File: src/rtl/pc_unit.sv
// Program counter: selects jump > branch > buffered redirect > sequential adder result; one-cycle update.
// Holds while stall or !imem_ready; redirects seen during a hold are buffered (one entry, latest wins).
module pc_unit #(
  parameter int                 WIDTH    = 32,
  parameter logic [WIDTH-1:0]   RESET_PC = '0,
  parameter int                 INC      = 4
) (
  input  logic             clk,
  input  logic             rst,
  input  logic [WIDTH-1:0] adder_out,
  output logic [WIDTH-1:0] adder_a,
  output logic [WIDTH-1:0] adder_b,
  input  logic             stall,
  input  logic             imem_ready,
  input  logic             br_taken,
  input  logic [WIDTH-1:0] br_target,
  input  logic             jump,
  input  logic [WIDTH-1:0] jump_target,
  output logic [WIDTH-1:0] pc,
  output logic             pc_valid,
  output logic             redirect_pending,
  output logic             misalign
);

  typedef enum logic [1:0] {
    BOOT  = 2'd0,
    RUN   = 2'd1,
    FAULT = 2'd2
  } state_t;

  state_t           state, state_n;
  logic [WIDTH-1:0] pc_n;
  logic             pend_vld, pend_vld_n;
  logic [WIDTH-1:0] pend_target, pend_target_n;

  logic             advance;
  logic             live;
  logic [WIDTH-1:0] live_target;
  logic [WIDTH-1:0] sel_target;

  assign advance     = (state == RUN) && imem_ready && !stall;
  assign live        = jump || br_taken;
  assign live_target = jump ? jump_target : br_target;
  assign sel_target  = live ? live_target : (pend_vld ? pend_target : adder_out);

  always_ff @(posedge clk or negedge rst) begin
    if (!rst) begin
      state       <= BOOT;
      pc          <= RESET_PC;
      pend_vld    <= 1'b0;
      pend_target <= '0;
    end else begin
      state       <= state_n;
      pc          <= pc_n;
      pend_vld    <= pend_vld_n;
      pend_target <= pend_target_n;
    end
  end

  always_comb begin
    state_n       = state;
    pc_n          = pc;
    pend_vld_n    = pend_vld;
    pend_target_n = pend_target;
    case (state)
      BOOT: begin
        state_n = RUN;
      end
      RUN: begin
        if (advance) begin
          pend_vld_n = 1'b0;
          // a misaligned target freezes pc at its last good value
          if (sel_target[1:0] != 2'b00) begin
            state_n = FAULT;
          end else begin
            pc_n = sel_target;
          end
        end else if (live) begin
          pend_vld_n    = 1'b1;
          pend_target_n = live_target;
        end
      end
      FAULT: begin
        pend_vld_n = 1'b0;
      end
      default: begin
        state_n    = BOOT;
        pend_vld_n = 1'b0;
      end
    endcase
  end

  // all status outputs come straight from registers, so no input reaches them combinationally
  assign pc_valid         = (state == RUN);
  assign misalign         = (state == FAULT);
  assign redirect_pending = pend_vld;
  assign adder_a          = pc;
  assign adder_b          = WIDTH'(INC);

endmodule
File: config.mk
export PLATFORM = sky130hd
export DESIGN_NAME = pc_unit
export DESIGN_NICKNAME = d
export VERILOG_FILES = /design/src/rtl/pc_unit.sv
export SDC_FILE = /design/constraint.sdc
export NUM_CORES = 1
export LEC_CHECK = 0
export CELL_PAD_IN_SITES_DETAIL_PLACEMENT = 1
export CELL_PAD_IN_SITES_GLOBAL_PLACEMENT = 2
export CORE_ASPECT_RATIO = 1.1
export CORE_UTILIZATION = 24
export CTS_CLUSTER_SIZE = 28
export DETAILED_ROUTE_END_ITERATION = 8
export MAX_ROUTING_LAYER = met4
export PLACE_DENSITY = 0.88
export REMOVE_ABC_BUFFERS = 1
export SLEW_MARGIN = 40
export SYNTH_ARGS = -nofsm -noshare
export SYNTH_HDL_FRONTEND = slang
export SYNTH_SLANG_ARGS = --single-unit
File: constraint.sdc
create_clock -name clk -period 1.75 [get_ports clk]
set_input_delay 0.2625 -clock clk [delete_from_list [all_inputs] [get_ports clk]]
set_output_delay 0.2625 -clock clk [all_outputs]
set_load 0.02 [all_outputs]
==> results of run 1 <==
[cell type report]
cell class                      count  area, µm²  area share [%]
Clock buffer                        9        225            3.67
Clock inverter                      7        116            1.90
Inverter                            3       11.3           0.183
Multi-Input combinational cell    273       1890            30.8
Sequential cell                    67       1680            27.3
Tap cell                          204        255            4.16
Timing Repair Buffer              188       1960            31.9
[flip-flops by register name, summed over array words and instances (netlist names)]
| signal | flops |
|---|---|
| state | 2 |
| redirect_pending | 1 |
| pend_target | 32 |
| adder_a | 32 |
[power by group through the flow]
| stage | registers [W] | logic, W | clock network, W |
|---|---|---|---|
| finish | 0.00155 | 0.000554 | 0.00206 |
| floorplan | 0.00158 | 0.000218 | 0 |
| global route | 0.00155 | 0.000610 | 0.00220 |
| CTS | 0.00155 | 0.000561 | 0.00212 |
| global placement | 0.00158 | 0.000544 | 0 |
| detailed placement | 0.00158 | 0.000557 | 0 |
[cells by family (layout without fill, tap and decap cells)]
family | after synthesis | after routing | synth area share, %
AO/OA/AOI/OAI | 99 | 99 | 14.4
buffers and inverters | 95 | 207 | 16.3
flip-flops | 67 | 67 | 40.7
multiplexers | 63 | 63 | 18.8
other | 2 | 32 | 0.182
AND/OR/NAND/NOR | 79 | 79 | 9.66
[critical path: stages]
cell and delay, ns:
clkdlybuf4s50_1 0.50, nor2_1 0.05, a21oi_1 0.30, o22ai_4 0.13, buf_12 0.16, clkbuf_16 0.17
buf_4 0.14, buf_4 0.13, nor2_1 0.10
[metrics by stage]
step	instance area, µm²	std cells
floorplan	3570	343
global placement	5700	729
finish	6140	751
detailed placement	5700	729
CTS	6050	746
global route	6140	751
[cells in the mapped netlist, drive strengths merged]
cell     n  share of area [%]
buf     87                 16
nand2    4               0.43
o21a     1               0.18
clkbuf   5               0.46
mux2i   33                8.0
nor3     2               0.24
a211oi  31                5.6
or2      1               0.15
nor2    38                3.5
mux2    30                 11
a21oi   65                7.9
nor3b    1               0.18
and4bb   1               0.30
inv      3               0.27
o22ai    2               0.64
nor2b   31                4.7
conb     2               0.18
dfrtp   67                 41
and2b    1               0.18
[routing by layer]
| metal | global-route usage, % | routed length [µm] |
|---|---|---|
| met5 | - | 0 |
| met4 | 4.07 | 114 |
| met3 | 2.11 | 537 |
| met2 | 25.1 | 6370 |
| met1 | 14.6 | 4590 |
[worst paths after layout]
check                                       start                          end  slack, ns  depth (start not counted)
max in group asynchronous                     rst  pend_target[14]$_DFFE_PN0P_       0.72                          3
hold / removal                                rst         state[1]$_DFFE_PN0P_       0.46                          2
setup reg to reg             state[1]$_DFFE_PN0P_      adder_a[29]$_DFFE_PN0P_       0.05                          6
setup / recovery                   jump_target[0]       adder_a[1]$_DFFE_PN0P_       0.04                          9
hold reg to reg            adder_a[0]$_DFFE_PN0P_       adder_a[0]$_DFFE_PN0P_       0.53                          2
min in group clk           adder_a[0]$_DFFE_PN0P_       adder_a[0]$_DFFE_PN0P_       0.53                          2
[timing repair]
action                                 CTS  global route
hold buffers                             1             0
gates cloned                             0             2
pin swaps                                0             1
resized for setup                        3             1
setup endpoints to repair                3             5
setup buffers                            0             3
endpoints found under the hold margin   33             0
==> results.py, run 1 <==
metrics = {
    "timing": {
        "setup_viol": 0,
        "setup_slack_ns": 0.0432,
        "fin_crit_sh_pct": 97.5,
        "fmax_mhz": 586,
        "rsz0062_at_grt": "no",
        "whs_ns": 0.463,
        "skew_ns": 0.00679,
        "slew_violations": 0,
        "setup_tns_ns": 0,
        "fin_crit_ns": 1.71,
        "hold_violations": 0,
    },
    "route": {
        "ant_nets": 0,
        "via_per_inst": 4.45,
        "firstDrtPassIters": 4,
        "drc": 0,
        "num_vias": 3341,
        "wl_um": 11600,
        "wl_per_cell_um": 15.5,
        "first_iter_violations": 100,
    },
    "yosys": {
        "syn_inst": 405,
        "synth_area_per_cell_um2": 10.2,
        "yosysWarningCount": 0,
        "netlist-cell-type-count": 25,
        "ys_seq_elements": 67,
        "synth-seq-area-share_pct": 40.7,
        "syn-cell-area_um2": 4120,
    },
    "power_and_ir_drop": {
        "pwr-share-clk_pct": 49.4,
        "p_int_w": 0.00324,
        "p_sw_w": 0.000920,
        "swShare_pct": 22.1,
        "power.density_nw_per_um2": 678,
        "p_comb_share_pct": 13.3,
        "seqPwrFrac_pct": 37.2,
        "leakagePower_nw": 2.68,
        "p_total_w": 0.00416,
        "ir_drop_mv": 0.380,
    },
    "clock_tree": {
        "root_buffer": "clkbuf_16",
        "cts_sinks": 67,
        "clkTransAtPathRegs_ns": 0.06,
        "cts_max_level": 3,
        "cts.path.max_buffers": 2,
        "cts_buffers": 9,
        "cts_tree": "yes",
        "clk_latency_ns": 0.32,
    },
    "final_layout": {
        "fin_util_pct": 37.1,
        "diodes": 0,
        "nFillCells": 1865,
        "layout_commonest_cell": "clkdlybuf4s50_1",
        "layout_common_cells": "163 x clkdlybuf4s50_1, 66 x dfrtp_1, 65 x a21oi_1",
        "area_delta_synth_final_pct": 49.0,
        "nets": 644,
        "drive_above_1_share_pct": 13.5,
    },
    "global_routing": {
        "grt_pass1_vias": 3632,
        "grt_usage_pct": 13.5,
        "grt_pass1_wl_um": 18400,
        "grt-ovfl-total": 0,
        "grt_max_degree": 65,
        "antenna_found_initial": 0,
    },
    "setup_path": {
        "start_kind": "primary input",
        "arrival_ns": 1.95,
        "crit_type": "primary input to register",
        "required_ns": 2.00,
        "critPathMaxFanout": 8,
        "end_kind": "register",
    },
    "place": {
        "place_ws_ns": -0.286,
        "numPortBuffers": 168,
        "gp_congestion": 0.722,
        "post-dp-hpwl_um": 8690,
    },
    "floorplanning": {
        "row_count": 49,
        "die_y_um": 139,
        "ios": 201,
        "die_width_um": 127,
        "start_util_pct": 24.9,
        "die-area_um2": 17700,
        "core_um2": 16600,
    },
    "flow_run": {
        "cap_viol_max_count": 0,
    },
    "status": {
        "status": "finished clean",
    },
    "min_path": {
        "hold_class": "primary input to async pin",
    },
}
No activity file was read; power rests on OpenSTA's default activity.
==> run 2: changes to the inputs <==
Settings changed: ABC_AREA set to 1, CORE_UTILIZATION 24 to 21, PLACE_DENSITY 0.88 to 0.87, SETUP_SLACK_MARGIN set to 0.3.
==> run 2 against run 1 <==
Effect of this change:
- die area rose by 16%
- non-clock buffer count rose by 17
- global-route usage rose by 2.0 points
==> results.py, run 2 <==
metrics = {
    "yosys": {
        "synth_top_area_share_pct": 40.1,
        "yosysMostFrequentCell": "nand2_1",
        "synth_area_leader_cell": "dfrtp_1",
        "netlist-cell-type-count": 22,
        "async_flop_share_pct": 100,
        "syn-cell-area_um2": 4180,
        "yosysWarningCount": 0,
        "synthTopCellsByArea": "dfrtp_1 40%, nand2_1 26%, buf_4 12%",
        "synth_area_per_cell_um2": 6.88,
        "synth_flop_cell": "dfrtp_1",
        "synth-seq-area-share_pct": 40.1,
        "syn_inst": 608,
        "ys_top_cells_by_count": "287 x nand2_1, 67 x buf_4, 67 x dfrtp_1",
        "synth_edf_count": 0,
        "ys_seq_elements": 67,
    },
    "final_layout": {
        "nets": 858,
        "area_delta_synth_final_pct": 50.2,
        "nFillCells": 2341,
        "layout_commonest_cell": "nand2_1",
        "diodes": 0,
        "seqCellArea_um2": 1680,
        "multi_input_area_um2": 1920,
        "layout_common_cells": "282 x nand2_1, 98 x clkdlybuf4s50_1, 67 x dfrtp_1",
        "drive_above_1_share_pct": 9.59,
    },
    "global_routing": {
        "grtUsageMet2_pct": 25.2,
        "grt-ovfl-total": 0,
        "grt_usage_pct": 15.5,
        "grt_max_degree": 36,
        "grt_busiest_layer": "met2",
        "use_met1_pct": 19.6,
        "grt_pass1_vias": 4277,
        "grt_use_met3_pct": 2.47,
        "antenna_found_initial": 0,
        "grt_pass1_wl_um": 23000,
    },
    "place": {
        "post-dp-hpwl_um": 10900,
        "gp_congestion": 0.743,
        "numPortBuffers": 168,
    },
    "setup_path": {
        "start_kind": "register",
        "end_kind": "output pin",
        "arrival_ns": 1.16,
        "critPathMaxFanout": 3,
        "crit_type": "register to output pin",
        "required_ns": 1.49,
    },
    "clock_tree": {
        "cts_max_level": 3,
        "cts_tree": "yes",
        "cts_sinks": 67,
        "cts.path.max_buffers": 2,
        "cts_buffers": 9,
        "root_buffer": "clkbuf_16",
        "clk_latency_ns": 0.34,
        "clkTransAtPathRegs_ns": 0.05,
    },
    "route": {
        "wl_per_cell_um": 14.8,
        "drc": 0,
        "num_vias": 4210,
        "firstDrtPassIters": 4,
        "first_iter_violations": 172,
        "ant_nets": 0,
        "wl_um": 14900,
        "via_per_inst": 4.18,
    },
    "timing": {
        "fin_crit_ns": 1.43,
        "slew_violations": 0,
        "skew_ns": 0.00910,
        "fmax_mhz": 702,
        "fin_crit_sh_pct": 81.5,
        "rsz0062_at_grt": "yes",
        "whs_ns": 0.320,
        "setup_viol": 0,
        "hold_violations": 0,
    },
    "power_and_ir_drop": {
        "ir_drop_mv": 0.491,
        "power.density_nw_per_um2": 1380,
        "p_sw_w": 0.00366,
        "leakagePower_nw": 3.36,
        "swShare_pct": 42.2,
        "p_comb_share_pct": 48.2,
        "pwr-share-clk_pct": 21.0,
        "p_total_w": 0.00867,
        "seqPwrFrac_pct": 30.8,
        "p_int_w": 0.00501,
    },
    "min_path": {
        "hold_class": "primary input to async pin",
    },
    "floorplanning": {
        "ios": 201,
        "die_y_um": 150,
        "row_count": 53,
        "die_width_um": 137,
        "start_util_pct": 21.7,
        "core_um2": 19300,
        "die-area_um2": 20500,
    },
    "status": {
        "status": "finished clean",
    },
    "flow_run": {
        "cap_viol_max_count": 0,
    },
}
-- run 2: repair_timing --
| action | CTS | global route |
|---|---|---|
| pin swaps | 1 | 5 |
| hold buffers | 1 | 0 |
| cloned | 1 | 2 |
| gates resized for setup | 77 | 21 |
| endpoints found under the hold margin | 12 | 0 |
| buffers inserted | 2 | 3 |
| setup endpoints to repair | 97 | 47 |
-- run 2: final timing paths --
check,start,to,slack (ns),cells after the start
setup / recovery,state[0]$_DFFE_PN0P_,misalign,0.32,3
hold / removal,rst,adder_a[11]$_DFFE_PN0P_,0.32,2
setup reg to reg,redirect_pending$_DFFE_PN0P_,state[0]$_DFFE_PN0P_,0.38,9
hold reg to reg,pend_target[31]$_DFFE_PN0P_,pend_target[31]$_DFFE_PN0P_,0.47,2
max in group asynchronous,rst,adder_a[15]$_DFFE_PN0P_,0.89,3
min in group clk,jump,pend_target[25]$_DFFE_PN0P_,0.43,5
-- run 2: layer usage --
| metal | vias to the layer above | share of wire [%] |
|---|---|---|
| met5 | - | 0 |
| met4 | 0 | 1.2 |
| met3 | 14 | 4.5 |
| met2 | 124 | 48 |
| met1 | 1981 | 47 |
| li1 | 2091 | - |
-- run 2: worst max-delay path: stages, from the launching register on --
cell     delay, ns
dfrtp_1       0.40
or2_4         0.26
inv_2         0.06
buf_6         0.11
-- run 2: area by class of cell --
class                           count  area share, %
Clock buffer                       14           4.04
Clock inverter                      2          0.558
Inverter                           17           1.06
Multi-Input combinational cell    456           30.5
Sequential cell                    67           26.7
Tap cell                          247           4.92
Timing Repair Buffer              205           32.2
-- run 2: through the flow --
stage          utilization (%)  setup WS (ns)  TNS, ns  std cells  cell area (µm²)
3_5_place_dp              30.6        0.00152        0        983             5900
6_report                  32.6          0.325        0       1008             6280
5_1_grt                   32.6          0.283        0       1008             6280
2_1_floorplan                -         -0.576   -25.74        540             3620
3_3_place_gp              30.6         0.0691        0        983             5900
4_1_cts                   32.0         0.0801        0       1003             6170
-- run 2: power by group through the flow --
stage               sequential, W  combinational, W  clock [W]
floorplan                 0.00345           0.00133          0
global placement          0.00271           0.00442          0
detailed placement        0.00272           0.00450          0
CTS                       0.00269           0.00412    0.00186
global route              0.00278           0.00463    0.00192
finish                    0.00267           0.00418    0.00182
-- run 2: kinds of logic (layout without fill, tap and decap cells) --
group                  count (synthesis)  count (layout)  synth area share, %
buffers and inverters                115             238                 17.6
other                                  2              32                0.180
AO/OA/AOI/OAI                         66              66                 8.08
flip-flops                            67              67                 40.1
AND/OR/NAND/NOR                      358             358                 34.1
==> run 3: changes to the inputs <==
Settings changed: CORE_UTILIZATION 21 to 19, PLACE_DENSITY 0.87 to 0.83.
Clock period 1.75 ns to 1.3 ns, I/O delays scaled along.
==> run 3 against run 2 <==
Effect of this change:
- the flow now finishes with violations (negative setup slack)
- largest cell class unchanged
- first-iteration DRC count rose by 19%
- flip-flop and latch count is the same
- power rose by 71%
- register-to-register slack worse by 0.51 ns
- clock skew shrank 0.0031 ns
- sequential power increased by 45%
- setup slack lost 0.45 ns
- via count rose by 8.5%
- clock power rose by 48%
- utilization is 2.8 points higher
- combinational power increased by 98%
- hold slack worse by 0.016 ns
==> results.py, run 3 (synthesis gave the netlist of run 2 again) <==
metrics = {
    "timing": {
        "slew_violations": 0,
        "fin_crit_sh_pct": 110,
        "fmax_mhz": 702,
        "hold_violations": 0,
        "fin_crit_ns": 1.43,
        "rsz0062_at_grt": "yes",
        "setup_viol": 68,
        "skew_ns": 0.00599,
        "setup_slack_ns": -0.125,
        "setup_tns_ns": -4.60,
    },
    "power_and_ir_drop": {
        "p_comb_share_pct": 55.7,
        "p_total_w": 0.0148,
        "leakagePower_nw": 3.78,
        "p_sw_w": 0.00594,
        "power.density_nw_per_um2": 1960,
        "swShare_pct": 40.0,
        "p_int_w": 0.00889,
        "seqPwrFrac_pct": 26.1,
        "pwr-share-clk_pct": 18.2,
        "ir_drop_mv": 0.663,
    },
    "route": {
        "wl_per_cell_um": 15.6,
        "via_per_inst": 4.06,
        "wl_um": 17500,
        "first_iter_violations": 204,
        "num_vias": 4569,
        "ant_nets": 0,
        "firstDrtPassIters": 4,
        "drc": 0,
    },
    "final_layout": {
        "fin_util_pct": 35.3,
        "nFillCells": 2555,
        "multi_input_area_um2": 2190,
        "seqCellArea_um2": 1690,
        "layout_common_cells": "247 x nand2_1, 99 x clkdlybuf4s50_1, 80 x buf_4",
        "nets": 931,
        "diodes": 0,
        "area_delta_synth_final_pct": 81.0,
        "layout_commonest_cell": "nand2_1",
        "fin_area_um2": 7570,
        "drive_above_1_share_pct": 33.2,
        "final_cells": 1124,
    },
    "setup_path": {
        "crit_type": "register to register",
        "slowest_stage": "dfrtp_1",
        "reg2reg_slack_ns": -0.13,
        "start_kind": "register",
        "slowest_delay_ns": 0.38,
        "required_ns": 1.57,
        "arrival_ns": 1.70,
        "end_kind": "register",
        "critPathMaxFanout": 8,
        "r2r_start": "state[1]$_DFFE_PN0P_",
        "reg2reg_depth": 10,
        "cp_common_cell": "buf_6",
        "critical_path.cell_chain": "inv_2 > buf_6 > nand2_4 > buf_6 > nor2_4 > buf_12 > buf_8 > buf_16 > nand3_2 > nand2_2",
        "crit_path_start": "state[1]$_DFFE_PN0P_",
    },
    "floorplanning": {
        "core_um2": 21400,
        "die_width_um": 143,
        "start_util_pct": 19.5,
        "row_count": 56,
        "die-area_um2": 22600,
        "ios": 201,
        "die_y_um": 158,
    },
    "global_routing": {
        "grt_pass1_wl_um": 24600,
        "grt-ovfl-total": 0,
        "grt_max_degree": 27,
        "grtUsageMet2_pct": 25.3,
        "grt_busiest_layer": "met2",
        "use_met1_pct": 18.1,
        "grt_pass1_vias": 4428,
        "grt_use_met3_pct": 2.30,
        "antenna_found_initial": 0,
        "grt_usage_pct": 14.9,
    },
    "clock_tree": {
        "cts_tree": "yes",
        "cts_max_level": 3,
        "cts_buffers": 9,
        "root_buffer": "clkbuf_16",
        "clk_latency_ns": 0.34,
        "clkTransAtPathRegs_ns": 0.06,
        "cts.path.max_buffers": 2,
        "cts_sinks": 67,
    },
    "place": {
        "post-dp-hpwl_um": 11700,
        "placedCellCount": 1053,
        "post_dp_cell_area_um2": 6180,
        "gp_congestion": 0.718,
        "numPortBuffers": 168,
    },
    "status": {
        "status": "finished, violations left",
        "violations": "negative setup slack",
    },
    "min_path": {
        "hold_class": "primary input to async pin",
    },
    "flow_run": {
        "cap_viol_max_count": 0,
    },
}
[run 3: cell types whose count changed in the layout (fill, tap and decap cells not counted), sizes merged]
cell	previous run	this run
buf	39	172
bufinv	1	2
clkbuf	16	15
clkdlybuf4s50	98	99
clkinv	1	3
dlygate4sd2	64	0
dlymetal6s2s	1	0
inv	17	19
[run 3: per-stage QoR]
step           setup slack [ns]  hold slack [ns]
4_1_cts                 -0.0944            0.315
3_3_place_gp             -0.326            0.123
3_5_place_dp             -0.362            0.121
6_report                 -0.125            0.305
5_1_grt                  -0.200            0.332
2_1_floorplan             -1.03           -0.101
[run 3: power groups by stage]
stage / clock (W) / sequential, W / combinational [W]
2_1_floorplan: 0 / 0.00464 / 0.00178
3_3_place_gp: 0 / 0.00376 / 0.00607
3_5_place_dp: 0 / 0.00379 / 0.00619
4_1_cts: 0.00275 / 0.00378 / 0.00705
5_1_grt: 0.00283 / 0.00399 / 0.00890
6_report: 0.00269 / 0.00388 / 0.00826
[run 3: routing by layer]
metal  share of wire, %  wire [µm]
met5                  0          0
met4                1.6        286
met3                4.8        837
met2                 51       8870
met1                 43       7490
[run 3: timing repair]
item,in CTS,in global routing
endpoints found under the setup margin,134,134
endpoints found under the hold margin,19,0
gates resized for setup,417,119
pin swaps,24,24
hold buffers,1,0
cloned,3,7
setup buffers,25,19
[run 3: final timing paths]
check / to
worst min register to register: pend_target[22]$_DFFE_PN0P_
min in group clk: pend_target[16]$_DFFE_PN0P_
worst min-delay path: pend_target[2]$_DFFE_PN0P_
max in group asynchronous: adder_a[24]$_DFFE_PN0P_
worst max-delay path: adder_a[20]$_DFFE_PN0P_
worst max register to register: adder_a[20]$_DFFE_PN0P_
[run 3: area by class of cell]
type / instances / area share [%]
clock inverter: 7 / 1.32
multi-input combinational: 456 / 28.9
clock buffer: 9 / 2.97
sequential: 67 / 22.3
inverter: 17 / 1.01
tap: 290 / 4.79
timing repair buffer: 278 / 38.7
[run 3: worst max-delay path: cells and delay by family (launching register included)]
family / cells / cell delay, ns
buffers and inverters: 6 / 0.63
DFF: 1 / 0.38
and+or+nand+nor: 4 / 0.32
